**src/rtl/common_pkg.sv**
```systemverilog
// Shared NoC parameters and small types used across the switch datapath.
package common_pkg;

  localparam int unsigned DEFAULT_D_W = 8;

  typedef logic noc_arb2_sel_t;

endpackage

```
**src/rtl/mux.sv**
```systemverilog
// Generic N:1 combinational multiplexer over a packed array of W-bit words.
module mux #(
  parameter int unsigned N = 2,
  parameter int unsigned W = common_pkg::DEFAULT_D_W
) (
  input  logic [N-1:0][W-1:0]                    i,
  input  logic [((N > 1) ? $clog2(N) : 1)-1:0]   s,
  output logic [W-1:0]                           o
);

  always_comb o = i[s];

endmodule

```
**src/rtl/noc_arb2_stage.sv**
```systemverilog
// Two-input round-robin arbiter with registered output toward a NoC link.
// Define NOC_ARB2_SKID_EN to add a one-entry skid register that cuts o_ready -> i_ready.
module noc_arb2_stage
  import common_pkg::*;
#(
  parameter int unsigned W = DEFAULT_D_W
) (
  input  logic              clk,
  input  logic              rst,
  input  logic [1:0][W-1:0] i_data,
  input  logic [1:0]        i_valid,
  output logic [1:0]        i_ready,
  output logic [W-1:0]      o_data,
  output logic              o_valid,
  input  logic              o_ready,
  output noc_arb2_sel_t     o_sel
);

  noc_arb2_sel_t  pri;
  noc_arb2_sel_t  grant;
  logic           any_valid;
  logic           accept;
  logic           xfer;
  logic [W-1:0]   mux_o;

  // Lone requester wins outright; contention is resolved by pri.
  always_comb begin
    any_valid = |i_valid;
    grant     = (&i_valid) ? pri : i_valid[1];
    i_ready   = 2'b00;
    if (any_valid) i_ready[grant] = accept;
  end

  assign xfer = any_valid & accept;

  mux #(.N(2), .W(W)) u_mux (
    .i (i_data),
    .s (grant),
    .o (mux_o)
  );

`ifdef NOC_ARB2_SKID_EN
  logic           skid_valid;
  logic [W-1:0]   skid_data;
  noc_arb2_sel_t  skid_sel;

  assign accept = ~skid_valid;

  // Skid only fills while the main register is stalled; it refills main on drain.
  always_ff @(posedge clk) begin
    if (rst) begin
      o_valid    <= 1'b0;
      o_data     <= '0;
      o_sel      <= 1'b0;
      skid_valid <= 1'b0;
      skid_data  <= '0;
      skid_sel   <= 1'b0;
      pri        <= 1'b0;
    end else begin
      if (xfer) pri <= ~grant;
      if (skid_valid) begin
        if (o_ready) begin
          o_data     <= skid_data;
          o_sel      <= skid_sel;
          skid_valid <= 1'b0;
        end
      end else if (xfer) begin
        if (~o_valid | o_ready) begin
          o_valid <= 1'b1;
          o_data  <= mux_o;
          o_sel   <= grant;
        end else begin
          skid_valid <= 1'b1;
          skid_data  <= mux_o;
          skid_sel   <= grant;
        end
      end else if (o_ready) begin
        o_valid <= 1'b0;
      end
    end
  end
`else
  assign accept = ~o_valid | o_ready;

  // New flit overwrites a draining one, so streaming has no bubble.
  always_ff @(posedge clk) begin
    if (rst) begin
      o_valid <= 1'b0;
      o_data  <= '0;
      o_sel   <= 1'b0;
      pri     <= 1'b0;
    end else begin
      if (xfer) begin
        pri     <= ~grant;
        o_valid <= 1'b1;
        o_data  <= mux_o;
        o_sel   <= grant;
      end else if (o_ready) begin
        o_valid <= 1'b0;
      end
    end
  end
`endif

endmodule

```
**config.mk**
```make
export PLATFORM = sky130hd
export DESIGN_NAME = noc_arb2_stage
export DESIGN_NICKNAME = d
export VERILOG_FILES = /design/src/rtl/common_pkg.sv /design/src/rtl/mux.sv /design/src/rtl/noc_arb2_stage.sv
export SDC_FILE = /design/constraint.sdc
export NUM_CORES = 1
export LEC_CHECK = 0
export BUFFER_PORTS_ARGS = -buffer_cell sky130_fd_sc_hd__buf_2
export CAP_MARGIN = 25
export CORE_UTILIZATION = 40
export DETAILED_ROUTE_END_ITERATION = 6
export PLACE_DENSITY_LB_ADDON = 0.05
export SETUP_SLACK_MARGIN = 0.2
export SYNTH_ARGS = -nofsm -noshare
export SYNTH_HDL_FRONTEND = slang
export SYNTH_HIERARCHICAL = 1
export SYNTH_SLANG_ARGS = --single-unit
```
**constraint.sdc**
```tcl
create_clock -name clk -period 1.8 [get_ports clk]
set_clock_uncertainty 0.2 [all_clocks]
set_input_delay 0.54 -clock clk [delete_from_list [all_inputs] [get_ports clk]]
set_output_delay 0.54 -clock clk [all_outputs]
set_load 0.03 [all_outputs]
```
# --- Word-level counts from Yosys, hierarchy flattened ---
# Cells that the tools add are included.
totals:
  in_bits: 21
  reg_bits: 11
  word_cells: 23
  output_inout_bits: 12
op_classes:
  muxes: 8
  n_bitwise: 5
  n_lt_le_gt_ge: 2
  n_reduce_logical: 4
ops:
  columns: ["op", "n"]
  rows:
  - ["$mux 8", 2]
  - ["$mux 1", 4]
  - ["$and 2x2->2", 1]
  - ["$lt 1x2->1 const B", 1]
  - ["$mux 2", 1]
  - ["$not 1->1", 2]
  - ["$reduce_and 2->1", 1]
  - ["$reduce_bool 2->1", 1]
  - ["$reduce_or 2->1", 1]
  - ["$and 1x1->1", 1]
  - ["$demux 1 s1", 1]
  - ["$ge 1x1->1 const B", 1]
  - ["$logic_and 1x1->1", 1]
  - ["$or 1x1->1", 1]

# --- Logic depth before layout (Yosys ltp) ---
logic_depth:
  word_depth: 8
  mapped_depth: 6
  ltp_nobuf: 5

# --- Modules after synthesis ---
# The synthesis kept the hierarchy.
by_module_without_submodules:
  columns: ["mod", "area_each_um2", "cells_each", "n_inst", "seq_area_each_um2"]
  rows:
  - ["noc_arb2_stage", 460.4, 54, 1, 220.2]
  - ["mux", 131.4, 9, 1, 0.0]

# --- Worst setup path after synthesis ---
# No wires, ideal clock.
synth_path:
  path_type: "input port to output port"
  start: "in i_valid[0]"
  end: "out i_ready[0]"
  path_stages: 3
  setup_slack_ns: -0.167
  t_required_ns: 1.060
  path_buffers: 0
  arrival_ns: 1.227
  cell_sequence: "nand2b_1 -> and2_1 -> nor3_2"
synth_between:
  elab_chain_len: 8
  word_cells_on_any_way: 10
  classes_between: "order compare (2); mux (4); bitwise (1); reduce/logical (3)"
synth_lines:
  columns: ["item", "line_no", "text"]
  rows:
  - ["from (decl)", "noc_arb2_stage.sv:11", "input logic [1:0] i_valid,"]
  - ["$reduce_and 2->1 (*)", "noc_arb2_stage.sv:29", "grant = (&i_valid) ? pri : i_valid[1];"]
  - ["$mux 1 (*)", "noc_arb2_stage.sv:29", null]
  - ["via grant", "noc_arb2_stage.sv:20", "noc_arb2_sel_t grant;"]
  - ["$lt 1x2->1 (implied by the code) / $ge 1x1->1 (equally long branches)", "noc_arb2_stage.sv:31", "if (any_valid) i_ready[grant] = accept;"]
  - ["$logic_and 1x1->1 (implied by the code)", "noc_arb2_stage.sv:31", null]
  - ["$mux 1 (implied by the code)", "noc_arb2_stage.sv:31", null]
  - ["$demux 1 s1 (*)", "noc_arb2_stage.sv:31", null]
  - ["$and 2x2->2 (no source line) (*)", null, null]
  - ["$mux 2 (*)", "noc_arb2_stage.sv:31", null]
  - ["to (decl)", "noc_arb2_stage.sv:12", "output logic [1:0] i_ready,"]
# The timed path passes the listed nets; every way through them passes the cells marked *.

# --- Worst setup path in the final report ---
# Ends and elaborated chain as after synthesis.

==> impl_metrics.py <==
metrics = {
    "outcome": {
        "status": "complete, but fails checks",
        "violations": "setup timing",
    },
    "sta": {
        "setup_viol": 2,
        "maxSlewViolCount": 0,
        "fmax_mhz": 536,
        "slew_headroom": 0.663,
        "layout_setup_ws_ps": -66.3,
        "setup-tns-final_ps": -121,
        "tightest_slew_ps": 506,
        "fin_crit_ps": 1870,
        "rsz0062_at_grt": "yes",
        "final_hold_viol_count": 0,
        "post-route-period-util": 1.04,
    },
    "setup_path": {
        "r2r-start": "pri$_SDFFE_PP0P_",
        "worst-setup-path-type": "input pin to output pin",
        "r2r_end": "o_data[6]$_SDFFE_PP0P_",
        "r2r_slack_ps": 260,
        "cp.arrival_ps": 1130,
        "crit_path_end_kind": "output pin",
        "path_max_fanout": 3,
        "critPathLaunchType": "input pin",
        "required_ps": 1060,
        "reg2reg_depth": 6,
    },
    "pwr": {
        "power_density_mw_per_mm2": 750,
        "peakVddDrop_uv": 539,
        "p_leak_nw": 0.430,
    },
    "yosys": {
        "yosys.cell_count.top_type": "dfxtp_1",
        "synth.yosys.seq_area_share": 0.372,
        "ys_top_cells_by_area": "dfxtp_1, mux2_4, a21oi_1",
        "synth_area_leader_cell": "dfxtp_1",
        "ys_warn_count": 6,
        "yosys_register_bits": 11,
        "synth_edf_count": 0,
        "syn_area_per_cell_um2": 9.39,
        "synth_top_area_frac": 0.372,
        "synth_cell_types": 17,
        "async_reset_ff_frac": 0,
        "syn-instance-count": 63,
        "netlist_area_um2": 592,
        "ys_top_cells_by_count": "dfxtp_1, a21oi_1, nand3_1, o21ai_1, mux2_4",
        "synth_fp_nets": 84,
        "synthFlopType": "dfxtp_1",
    },
    "floorplan": {
        "io_pins": 33,
        "core_area_mm2": 0.00133,
        "rows": 13,
        "die-area_mm2": 0.00164,
        "die_width_um": 40.5,
        "die_h_um": 40.5,
        "start_util": 0.444,
    },
    "place": {
        "numPlacedInstances": 109,
        "dpl.hpwl_um": 982,
        "numPortBuffers": 32,
        "dp_slack_ps": -102,
        "globalplace.congestion": 0.687,
    },
    "cts": {
        "cts_buffer_depth": 2,
        "clk_pin_slew_ps": 70,
        "cts_tree": "yes",
        "cts.sinks": 11,
        "cts-buffers-inserted": 3,
        "htreeDepth": 1,
        "clk_latency_ps": 270,
        "hold_buffers": 0,
        "root_buffer": "clkbuf_4",
    },
    "route": {
        "wl_um": 1360,
        "viasPerCell": 5.12,
        "first_pass_iters": 2,
        "routedWlPerCell_um": 11.9,
        "route.detailed.drc": 0,
        "antenna_left": 0,
        "vias": 584,
        "drtIter0Drc": 1,
    },
    "cells_and_area": {
        "diodes": 0,
        "nNetsFinal": 121,
        "fin_cells": 114,
        "syn2layout_area_growth_pct": 47.4,
        "final_layout_size_suffix_gt1_frac": 0.667,
        "fin_util": 0.654,
    },
    "worst_hold_path": {
        "hp-class": "register to register",
        "min_to": "o_data[2]$_SDFFE_PP0P_",
        "hold_depth": 2,
        "hp-start": "o_data[2]$_SDFFE_PP0P_",
    },
    "global_route": {
        "antenna_found_initial": 0,
        "grt_pass1_vias": 455,
        "grt_pass1_wl_um": 1870,
        "grt_max_degree": 12,
        "grt_overflow": 0,
        "grtUsageTotal": 0.185,
    },
    "job": {
        "drv_cap": 0,
    },
}
[cell families (layout without fill, tap and decap cells)]
logic type / after synthesis / in the layout / synth area share
multiplexers: 8 / 8 / 0.203
AND/OR/NAND/NOR: 17 / 17 / 0.161
buffers and inverters: 7 / 43 / 0.0888
AO/OA/AOI/OAI: 20 / 20 / 0.175
flip-flops: 11 / 11 / 0.372
[power breakdown]
group          switching, mW  internal (mW)
Clock                 0.0848         0.0859
Sequential           0.00822          0.263
Combinational          0.114         0.0984
[per-stage QoR]
stage | hold WS (ps) | total power [mW] | cell area (um2)
after global placement | 263 | 0.478 | 818
after detailed placement | 271 | 0.481 | 818
after floorplan | 274 | 0.428 | 658
final | 278 | 0.654 | 872
after global routing | 297 | 0.690 | 872
after CTS | 281 | 0.661 | 860
[routing by layer]
layer | track usage | wire (um) | up-vias
met5 | 0 | 0 | -
met4 | 0.0750 | 16 | 0
met3 | 0.100 | 84 | 2
met2 | 0.302 | 710 | 20
met1 | 0.195 | 549 | 264
li1 | - | - | 298
[layout make-up]
class,count,area (um2)
fill,125,462
multi-input combinational,45,385
sequential,11,221
inverter,1,3.75
tap,15,18.8
timing repair buffer,38,216
clock buffer,4,26.3
[flip-flops by register name, summed over array words and instances, names as in the netlist]
signal,cells
pri,1
o_sel,1
o_data,8
o_valid,1
[cells in the final DEF (no fill, tap or decap)]
cell type / Yosys / layout
buf_6: 2 / 1
and2_4: 0 / 1
nor3_1: 1 / 1
clkbuf_4: 0 / 4
dfxtp_1: 11 / 10
dfxtp_2: 0 / 1
o21ai_1: 9 / 9
buf_4: 3 / 7
a21oi_2: 1 / 1
nand2b_1: 2 / 1
or2_1: 1 / 1
nand2b_4: 0 / 1
a21oi_1: 10 / 10
nand3_2: 0 / 9
buf_2: 0 / 29
nor2b_2: 0 / 1
mux2_4: 8 / 8
nor3_4: 0 / 1
inv_2: 0 / 1
clkbuf_1: 1 / 1
nor2_2: 0 / 1
[worst max-delay path: stages]
cell and delay [ps]:
buf_2 130, nand2b_4 60, and2_4 140, nor3_4 110
buf_6 150
[worst max-delay path by stage]
stage	startpoint	end	slack (ps)	cells past startpoint
floorplan	o_ready	i_ready[0]	10	3
global placement	i_valid[0]	i_ready[0]	-90	5
detailed placement	i_valid[0]	i_ready[0]	-100	5
finish	i_valid[0]	i_ready[0]	-70	5
global route	o_ready	i_ready[1]	-110	5
CTS	o_ready	i_ready[1]	-70	5
[what timing repair did]
action / 4_1_cts / 5_1_grt
buffers inserted: 1 / 0
gates cloned: 0 / 0
gates resized for setup: 3 / 5
endpoints found under the setup margin: 2 / 3
No activity file was read; power rests on OpenSTA's default activity.
